`src/rtl/apb_master_if.sv`:
```
// rtl/apb_master_if.sv - command/response port and APB bus bundle for apb_master
interface apb_master_if #(
    parameter int ADDR_WIDTH = 32,
    parameter int DATA_WIDTH = 32
);
    logic                  cmd_valid;
    logic                  cmd_ready;
    logic                  cmd_write;
    logic [ADDR_WIDTH-1:0] cmd_addr;
    logic [DATA_WIDTH-1:0] cmd_wdata;

    logic                  rsp_valid;
    logic [DATA_WIDTH-1:0] rsp_rdata;
    logic                  rsp_err;
    logic                  rsp_timeout;

    logic [ADDR_WIDTH-1:0] PADDR;
    logic                  PSELx;
    logic                  PENABLE;
    logic                  PWRITE;
    logic [DATA_WIDTH-1:0] PWDATA;
    logic [DATA_WIDTH-1:0] PRDATA;
    logic                  PREADY;
    logic                  PSLVERR;

    modport master (
        input  cmd_valid, cmd_write, cmd_addr, cmd_wdata,
        output cmd_ready,
        output rsp_valid, rsp_rdata, rsp_err, rsp_timeout,
        output PADDR, PSELx, PENABLE, PWRITE, PWDATA,
        input  PRDATA, PREADY, PSLVERR
    );

    modport slave (
        output cmd_valid, cmd_write, cmd_addr, cmd_wdata,
        input  cmd_ready,
        input  rsp_valid, rsp_rdata, rsp_err, rsp_timeout,
        input  PADDR, PSELx, PENABLE, PWRITE, PWDATA,
        output PRDATA, PREADY, PSLVERR
    );
endinterface

```
`src/rtl/apb_master.sv`:
```
// rtl/apb_master.sv - single-word APB requester with wait-state timeout
module apb_master #(
    parameter int ADDR_WIDTH     = 32,
    parameter int DATA_WIDTH     = 32,
    parameter int TIMEOUT_CYCLES = 16
) (
    input  logic          PCLK,
    input  logic          PRESETn,
    apb_master_if.master  bus
);
    localparam int CNT_W = (TIMEOUT_CYCLES > 1) ? $clog2(TIMEOUT_CYCLES + 1) : 1;

    typedef enum logic [1:0] {IDLE, SETUP, ACCESS} state_t;

    state_t           state;
    logic [CNT_W-1:0] wait_cnt;
    logic             timeout_hit;

    // wait_cnt counts completed ACCESS cycles, so the current cycle is wait_cnt + 1
    assign timeout_hit   = (TIMEOUT_CYCLES != 0) && (int'(wait_cnt) == TIMEOUT_CYCLES - 1);
    assign bus.cmd_ready = (state == IDLE);

    always_ff @(posedge PCLK or negedge PRESETn) begin
        if (!PRESETn) begin
            state           <= IDLE;
            wait_cnt        <= '0;
            bus.PADDR       <= '0;
            bus.PWRITE      <= 1'b0;
            bus.PWDATA      <= '0;
            bus.PSELx       <= 1'b0;
            bus.PENABLE     <= 1'b0;
            bus.rsp_valid   <= 1'b0;
            bus.rsp_rdata   <= '0;
            bus.rsp_err     <= 1'b0;
            bus.rsp_timeout <= 1'b0;
        end else begin
            bus.rsp_valid <= 1'b0;
            case (state)
                IDLE: begin
                    if (bus.cmd_valid) begin
                        bus.PADDR   <= bus.cmd_addr;
                        bus.PWRITE  <= bus.cmd_write;
                        bus.PWDATA  <= bus.cmd_write ? bus.cmd_wdata : '0;
                        bus.PSELx   <= 1'b1;
                        bus.PENABLE <= 1'b0;
                        state       <= SETUP;
                    end
                end
                SETUP: begin
                    bus.PENABLE <= 1'b1;
                    wait_cnt    <= '0;
                    state       <= ACCESS;
                end
                ACCESS: begin
                    if (bus.PREADY) begin
                        bus.PSELx       <= 1'b0;
                        bus.PENABLE     <= 1'b0;
                        bus.rsp_valid   <= 1'b1;
                        bus.rsp_rdata   <= bus.PWRITE ? '0 : bus.PRDATA;
                        bus.rsp_err     <= bus.PSLVERR;
                        bus.rsp_timeout <= 1'b0;
                        state           <= IDLE;
                    end else begin
                        wait_cnt <= wait_cnt + CNT_W'(1);
                        if (timeout_hit) begin
                            bus.PSELx       <= 1'b0;
                            bus.PENABLE     <= 1'b0;
                            bus.rsp_valid   <= 1'b1;
                            bus.rsp_rdata   <= '0;
                            bus.rsp_err     <= 1'b1;
                            bus.rsp_timeout <= 1'b1;
                            state           <= IDLE;
                        end
                    end
                end
                default: state <= IDLE;
            endcase
        end
    end
endmodule

```
`src/flat_wrapper.sv`:
```
// flat-port wrapper written by rule: the top's interface ports become plain ports
module apb_master_flat 
#(
    parameter int ADDR_WIDTH     = 32,
    parameter int DATA_WIDTH     = 32,
    parameter int TIMEOUT_CYCLES = 16
)
  (PCLK, PRESETn, bus_cmd_valid, bus_cmd_write, bus_cmd_addr, bus_cmd_wdata, bus_cmd_ready, bus_rsp_valid, bus_rsp_rdata, bus_rsp_err, bus_rsp_timeout, bus_PADDR, bus_PSELx, bus_PENABLE, bus_PWRITE, bus_PWDATA, bus_PRDATA, bus_PREADY, bus_PSLVERR);
  apb_master_if #(.ADDR_WIDTH(ADDR_WIDTH), .DATA_WIDTH(DATA_WIDTH)) bus_i ();
  input  logic PCLK;
  input  logic PRESETn;
  input wire logic [$bits(bus_i.cmd_valid)-1:0] bus_cmd_valid;
  input wire logic [$bits(bus_i.cmd_write)-1:0] bus_cmd_write;
  input wire logic [$bits(bus_i.cmd_addr)-1:0] bus_cmd_addr;
  input wire logic [$bits(bus_i.cmd_wdata)-1:0] bus_cmd_wdata;
  output wire logic [$bits(bus_i.cmd_ready)-1:0] bus_cmd_ready;
  output wire logic [$bits(bus_i.rsp_valid)-1:0] bus_rsp_valid;
  output wire logic [$bits(bus_i.rsp_rdata)-1:0] bus_rsp_rdata;
  output wire logic [$bits(bus_i.rsp_err)-1:0] bus_rsp_err;
  output wire logic [$bits(bus_i.rsp_timeout)-1:0] bus_rsp_timeout;
  output wire logic [$bits(bus_i.PADDR)-1:0] bus_PADDR;
  output wire logic [$bits(bus_i.PSELx)-1:0] bus_PSELx;
  output wire logic [$bits(bus_i.PENABLE)-1:0] bus_PENABLE;
  output wire logic [$bits(bus_i.PWRITE)-1:0] bus_PWRITE;
  output wire logic [$bits(bus_i.PWDATA)-1:0] bus_PWDATA;
  input wire logic [$bits(bus_i.PRDATA)-1:0] bus_PRDATA;
  input wire logic [$bits(bus_i.PREADY)-1:0] bus_PREADY;
  input wire logic [$bits(bus_i.PSLVERR)-1:0] bus_PSLVERR;
  assign bus_i.cmd_valid = bus_cmd_valid;
  assign bus_i.cmd_write = bus_cmd_write;
  assign bus_i.cmd_addr = bus_cmd_addr;
  assign bus_i.cmd_wdata = bus_cmd_wdata;
  assign bus_cmd_ready = bus_i.cmd_ready;
  assign bus_rsp_valid = bus_i.rsp_valid;
  assign bus_rsp_rdata = bus_i.rsp_rdata;
  assign bus_rsp_err = bus_i.rsp_err;
  assign bus_rsp_timeout = bus_i.rsp_timeout;
  assign bus_PADDR = bus_i.PADDR;
  assign bus_PSELx = bus_i.PSELx;
  assign bus_PENABLE = bus_i.PENABLE;
  assign bus_PWRITE = bus_i.PWRITE;
  assign bus_PWDATA = bus_i.PWDATA;
  assign bus_i.PRDATA = bus_PRDATA;
  assign bus_i.PREADY = bus_PREADY;
  assign bus_i.PSLVERR = bus_PSLVERR;
  apb_master #(.ADDR_WIDTH(ADDR_WIDTH), .DATA_WIDTH(DATA_WIDTH), .TIMEOUT_CYCLES(TIMEOUT_CYCLES)) u_core (.PCLK(PCLK), .PRESETn(PRESETn), .bus(bus_i));
endmodule
```
`config.mk`:
```
export PLATFORM = sky130hd
export DESIGN_NAME = apb_master_flat
export DESIGN_NICKNAME = d
export VERILOG_FILES = /design/src/rtl/apb_master_if.sv /design/src/rtl/apb_master.sv /design/src/flat_wrapper.sv
export SDC_FILE = /design/constraint.sdc
export NUM_CORES = 1
export LEC_CHECK = 0
export CORE_MARGIN = 10
export CORE_UTILIZATION = 28
export DETAILED_ROUTE_END_ITERATION = 10
export PLACE_DENSITY = 0.61
export SYNTH_ARGS = -nofsm -noshare
export SYNTH_HDL_FRONTEND = slang
export SYNTH_SLANG_ARGS = --single-unit
export TNS_END_PERCENT = 1
```
`constraint.sdc`:
```
create_clock -name PCLK -period 2.05 [get_ports PCLK]
set_input_delay 0.3075 -clock PCLK [delete_from_list [all_inputs] [get_ports PCLK]]
set_output_delay 0.3075 -clock PCLK [all_outputs]
set_load 0.02 [all_outputs]
```
After elaboration in Yosys (flattened, before gate mapping)
Cells that the tools add are included.

Register bits after elaboration: 109. Input bits: 102. Output and inout bits: 103. Word-level logic and storage cells: 51.

Add/sub/neg operators: 1. Eq/ne operators: 6. Mux-type cells: 22. Reduce and logical (&&, ||, !) cells: 11.

Operators by type and width (number): $mux 32 (4); $mux 1 (10); $pmux 5 s2 (1); $reduce_and 2->1 (4); $mux 2 (3); $pmux 2 s3 (1); $reduce_and 3->1 (2); $reduce_bool 2->1 (3); $add 5x1->5 const B (1); $eq 5x5->1 const B (1); $mux 5 (1); $ne 2x2->1 const B (2); $ne 3x2->1 const B (1); $pmux 1 s3 (1); $reduce_bool 3->1 (1); $eq 2x1->1 const B (1); $eq 2x2->1 const B (1); $logic_not 2->1 (1); $pmux 1 s2 (1).

Longest topological paths before layout
Gate-level depths: netlist of the first run.

Word-level depth: 4. Gate-level depth with buffers: 7. Gate-level depth less buffers: 6.

Worst setup path before layout of the first run
Ideal clock, no wire load.

Path type: reg2reg. Start: register u_core.wait_cnt[0]. End: register u_core.bus.rsp_rdata[10]. Library setup time: 0.133 ns. Arrival time: 1.627 ns. Required time: 1.917 ns. Slack: 0.289 ns. Cell stages (with the launch flop): 7. Buffers on the path: 1. Period minus slack after synthesis: 1.761 ns. Cell sequence: dfrtp_1 > ha_1 > and3_1 > ha_1 > o21ai_1 > clkbuf_1 > o21ai_0.

Word-level cells in the longest chain between the ends: 3.

RTL lines: start, declared (line apb_master.sv:16) `logic [CNT_W-1:0] wait_cnt;`; start signal, assigned (line apb_master.sv:64) `wait_cnt <= wait_cnt + CNT_W'(1);`; $eq 5x5->1 (line apb_master.sv:20) `assign timeout_hit = (TIMEOUT_CYCLES != 0) && (int'(wait_cnt) == TIMEOUT_CYCLES - 1);`; $reduce_bool 2->1 (no source line); $reduce_and 2->1 (no source line); end signal, assigned (line apb_master.sv:59) `bus.rsp_rdata <= bus.PWRITE ? '0 : bus.PRDATA;`; end, declared (line apb_master_if.sv:29) `output rsp_valid, rsp_rdata, rsp_err, rsp_timeout,`.

Every way passes these cells. A chain may end at the register's enable or synchronous reset.

Final worst setup path of the first run
Start: register u_core.wait_cnt[0]. End: register u_core.bus.rsp_rdata[15].

The elaborated chain is that of the path after synthesis.

==> key figures, run 1 <==
Status
  – Status: finished clean

Critical path
  – Critical-path cell list: ha_1 -> and3_1 -> ha_1 -> o21ai_2 -> buf_4 -> o21ai_0
  – Worst R2R Setup Slack: around 0.25 ns
  – CP arrival: just over 2 ns
  – Worst setup EP type: flip-flop
  – Crit-path most repeated cell: ha_1
  – CP required: ~2.3 ns
  – Slowest cell on the critical path: dfrtp_1
  – Startpoint type of the worst setup path: flip-flop
  – Critical path type: flip-flop to flip-flop
  – Worst-path fanout max: 18
  – CP max stage delay: between 0.4 and 0.5 ns

CTS
  – Clock Tree Buf Depth: 2
  – Cts bufs inserted: 9
  – Sink Count: around 110
  – H-tree depth: 3
  – Clock Latency Late Sink: 0.35 ns
  – Clock Pin Slew Worst Setup and Hold Paths: approximately 0.07 ns
  – CTS root buffer: clkbuf_16
  – CTS tree: built

STA
  – Post-route clock period utilization: around 90%
  – Fin. max-slew vios: 0
  – Tightest Pin Transition: between 0.3 and 0.4 ns
  – Rel. slew slack: between 70% and 80%
  – Fmax: around 0.55 GHz
  – Setup-failing EPs final: 0
  – Clk_skew: about 0.0085 ns
  – Tmin final: roughly 1.8 ns
  – Final hold slack: 0.3927 ns
  – Setup TNS: 0 ns
  – Final Hold Fails: 0
  – RSZ-0062 raised after global routing: no

Synth
  – Synthesized area: 4501 um^2
  – Library cells used by synthesis: 26
  – Post-synth ARST share: between 90% and 100%
  – Yosys reg bits: approximately 110
  – Post-synth top area share: between 60% and 70%
  – Post-synth top area cell: dfrtp_1
  – Top FF cell, synth: dfrtp_1
  – YS warnings: 0
  – Avg Cell Area, Syn: ~11 um^2
  – Post-Syn Nets: between 500 and 600
  – Register area share after synthesis: 60.61%
  – Count leader, synth: dfrtp_1
  – Area contributors post-synth: dfrtp_1 61%, mux2_4 11%, o21ai_0 9.7%
  – EDFF count, synth: 0
  – Mapped Cells: roughly 410
  – Post-synth top cells: 109 x dfrtp_1, 101 x nand2_1, 87 x o21ai_0, 33 x mux2_4, 20 x clkbuf_1

Route
  – Wire per inst: between 15 and 20 um
  – Via Count: 3654
  – DRT antenna net count: 0
  – DR vias/cell: 4.424
  – WL final: between 10000 and 15000 um
  – DR iter-0 viols: roughly 160
  – First-pass DRT Iterations: 4
  – DRC Markers: 0

Job
  – Max Cap Viol: 0

Final layout
  – Area Overhead vs Synth: 58.88%
  – Diodes inserted: 0
  – Sequential cell area: between 2000 and 3000 um^2
  – Share of cells above drive strength 1: 10.66%
  – Final nets: around 700
  – Final-layout fill cell count: around 1400
  – Area of the multi-input gates: 1608 um^2
  – Finished Layout Cells: around 830

Placement
  – I/O Buffers: 204
  – # placed instances: roughly 800
  – Post-DP HPWL: about 11000 um
  – Routability cong.: roughly 0.73

GRT
  – Initial antenna violation count: 0
  – First-pass GRT wire length: between 20000 and 25000 um
  – Largest net degree at the start of global routing: 75
  – Global Route Usage Sum: 13.20%
  – Vias in the first global route: 3886
  – Total grt overflow: 0

Floorplan
  – Die Area: between 20000 and 25000 um^2
  – I/O pins: between 200 and 250
  – # rows: 46
  – Chip Height: around 150 um
  – Starting Density: between 20% and 30%
  – Die span in x: between 100 and 150 um
  – Core area: between 15000 and 20000 um^2

Power
  – Areal power density over the cells: between 1500 and 2000 nW/um^2
  – Cell leakage power: roughly 3.1 nW
  – Max VDD drop: 0.0008498 V
  – Power, Total: approximately 11 mW

Hold path
  – Min-Delay Path Class: input port to async pin
## final cells by class
| type | count | area share (%) |
|---|---|---|
| Sequential cell | 109 | 38.15 |
| Clock buffer | 12 | 3.587 |
| Inverter | 4 | 0.2100 |
| Timing Repair Buffer | 217 | 30.83 |
| Multi-Input combinational cell | 265 | 22.48 |
| Clock inverter | 3 | 0.9624 |
| Tap cell | 216 | 3.780 |
## cell usage in the layout (no fill, tap or decap), types with 5 or more instances in the layout
| cell | count |
|---|---|
| clkbuf_16 | 9 |
| buf_12 | 5 |
| buf_4 | 8 |
| dfrtp_1 | 109 |
| o21ai_1 | 12 |
| mux2_4 | 33 |
| a22o_1 | 5 |
| nand2_1 | 101 |
| clkdlybuf4s50_1 | 202 |
| o21ai_0 | 87 |
## through the flow
step                      util, %  instance area [um^2]  setup WS (ns)
after floorplan                 -                  4501         0.2894
after CTS                   45.16                  7148        0.01944
final                       45.18                  7151         0.2469
after detailed placement    43.04                  6813         0.1677
after global routing        45.18                  7151         0.1399
after global placement      43.04                  6813         0.2054
## power by group
part,internal [mW],switching [mW]
Sequential,3.14,0.581
Clock,1.13,0.775
Combinational,2.75,2.73
Total,7.02,4.09
## cell families after synthesis
group	count (synthesis)	share of synthesized area [%]
and+or+nand+nor	119	10.76
AOI/OAI and AO/OA	110	12.90
DFF	109	60.61
buffers and inverters	35	3.920
muxes	34	11.26
adders and majority gates	2	0.5559
## flip-flops by register name, summed over array words and instances (netlist names)
signal and cells:
u_core.bus.PADDR 32, u_core.state 2, u_core.bus.PSELx 1, u_core.bus.rsp_valid 1, u_core.bus.PWDATA 32, u_core.bus.PENABLE 1
u_core.bus.rsp_timeout 1, u_core.bus.rsp_err 1, u_core.bus.rsp_rdata 32, u_core.wait_cnt 5, u_core.bus.PWRITE 1
## path summary, 6_finish.rpt
kind / from / endpoint / cells past startpoint
worst min-delay path: PRESETn / u_core.bus.PWDATA[10]$_DFFE_PN0P_ / 2
worst min register to register: u_core.bus.PWDATA[17]$_DFFE_PN0P_ / u_core.bus.PWDATA[17]$_DFFE_PN0P_ / 2
max in group asynchronous: PRESETn / u_core.bus.rsp_rdata[19]$_DFFE_PN0P_ / 3
worst max-delay path: u_core.wait_cnt[0]$_DFFE_PN0P_ / u_core.bus.rsp_rdata[15]$_DFFE_PN0P_ / 6
min in group PCLK: u_core.bus.PWDATA[17]$_DFFE_PN0P_ / u_core.bus.PWDATA[17]$_DFFE_PN0P_ / 2
worst max register to register: u_core.wait_cnt[0]$_DFFE_PN0P_ / u_core.bus.rsp_rdata[15]$_DFFE_PN0P_ / 6
## per-layer routing
metal	up-vias	track usage (%)	wire length [um]
met5	-	0	0
met3	14	5.313	1039
met2	138	22.15	7029
met1	1743	15.29	6025
met4	0	3.504	204
li1	1759	-	-
## critical path: cells and delay by family (launching register included)
family                   cells  cell delay (ns)
AO/OA/AOI/OAI                2             0.32
adder cells (fa/ha/maj)      2             0.49
buffers and inverters        1             0.24
flip-flops                   1             0.43
AND/OR/NAND/NOR              1             0.20
## repair_timing
item / in CTS / in global routing
resized for setup: 0 / 1
hold endpoints to repair: 19 / 0
setup endpoints to repair: 0 / 1
setup buffers: 0 / 0
hold buffers: 1 / 0
No activity file was read; power rests on OpenSTA's default activity.
==> run 2: changes to the inputs <==
--- a/config.mk
+++ b/config.mk
@@ -7,6 +7,7 @@
 export LEC_CHECK = 0
 export CORE_MARGIN = 10
 export CORE_UTILIZATION = 28
+export CTS_CLUSTER_SIZE = 16
 export DETAILED_ROUTE_END_ITERATION = 10
 export PLACE_DENSITY = 0.61
 export SYNTH_ARGS = -nofsm -noshare
==> results of run 2 <==
Same layout as run 1: the final DEF is identical, and so are final timing and power.
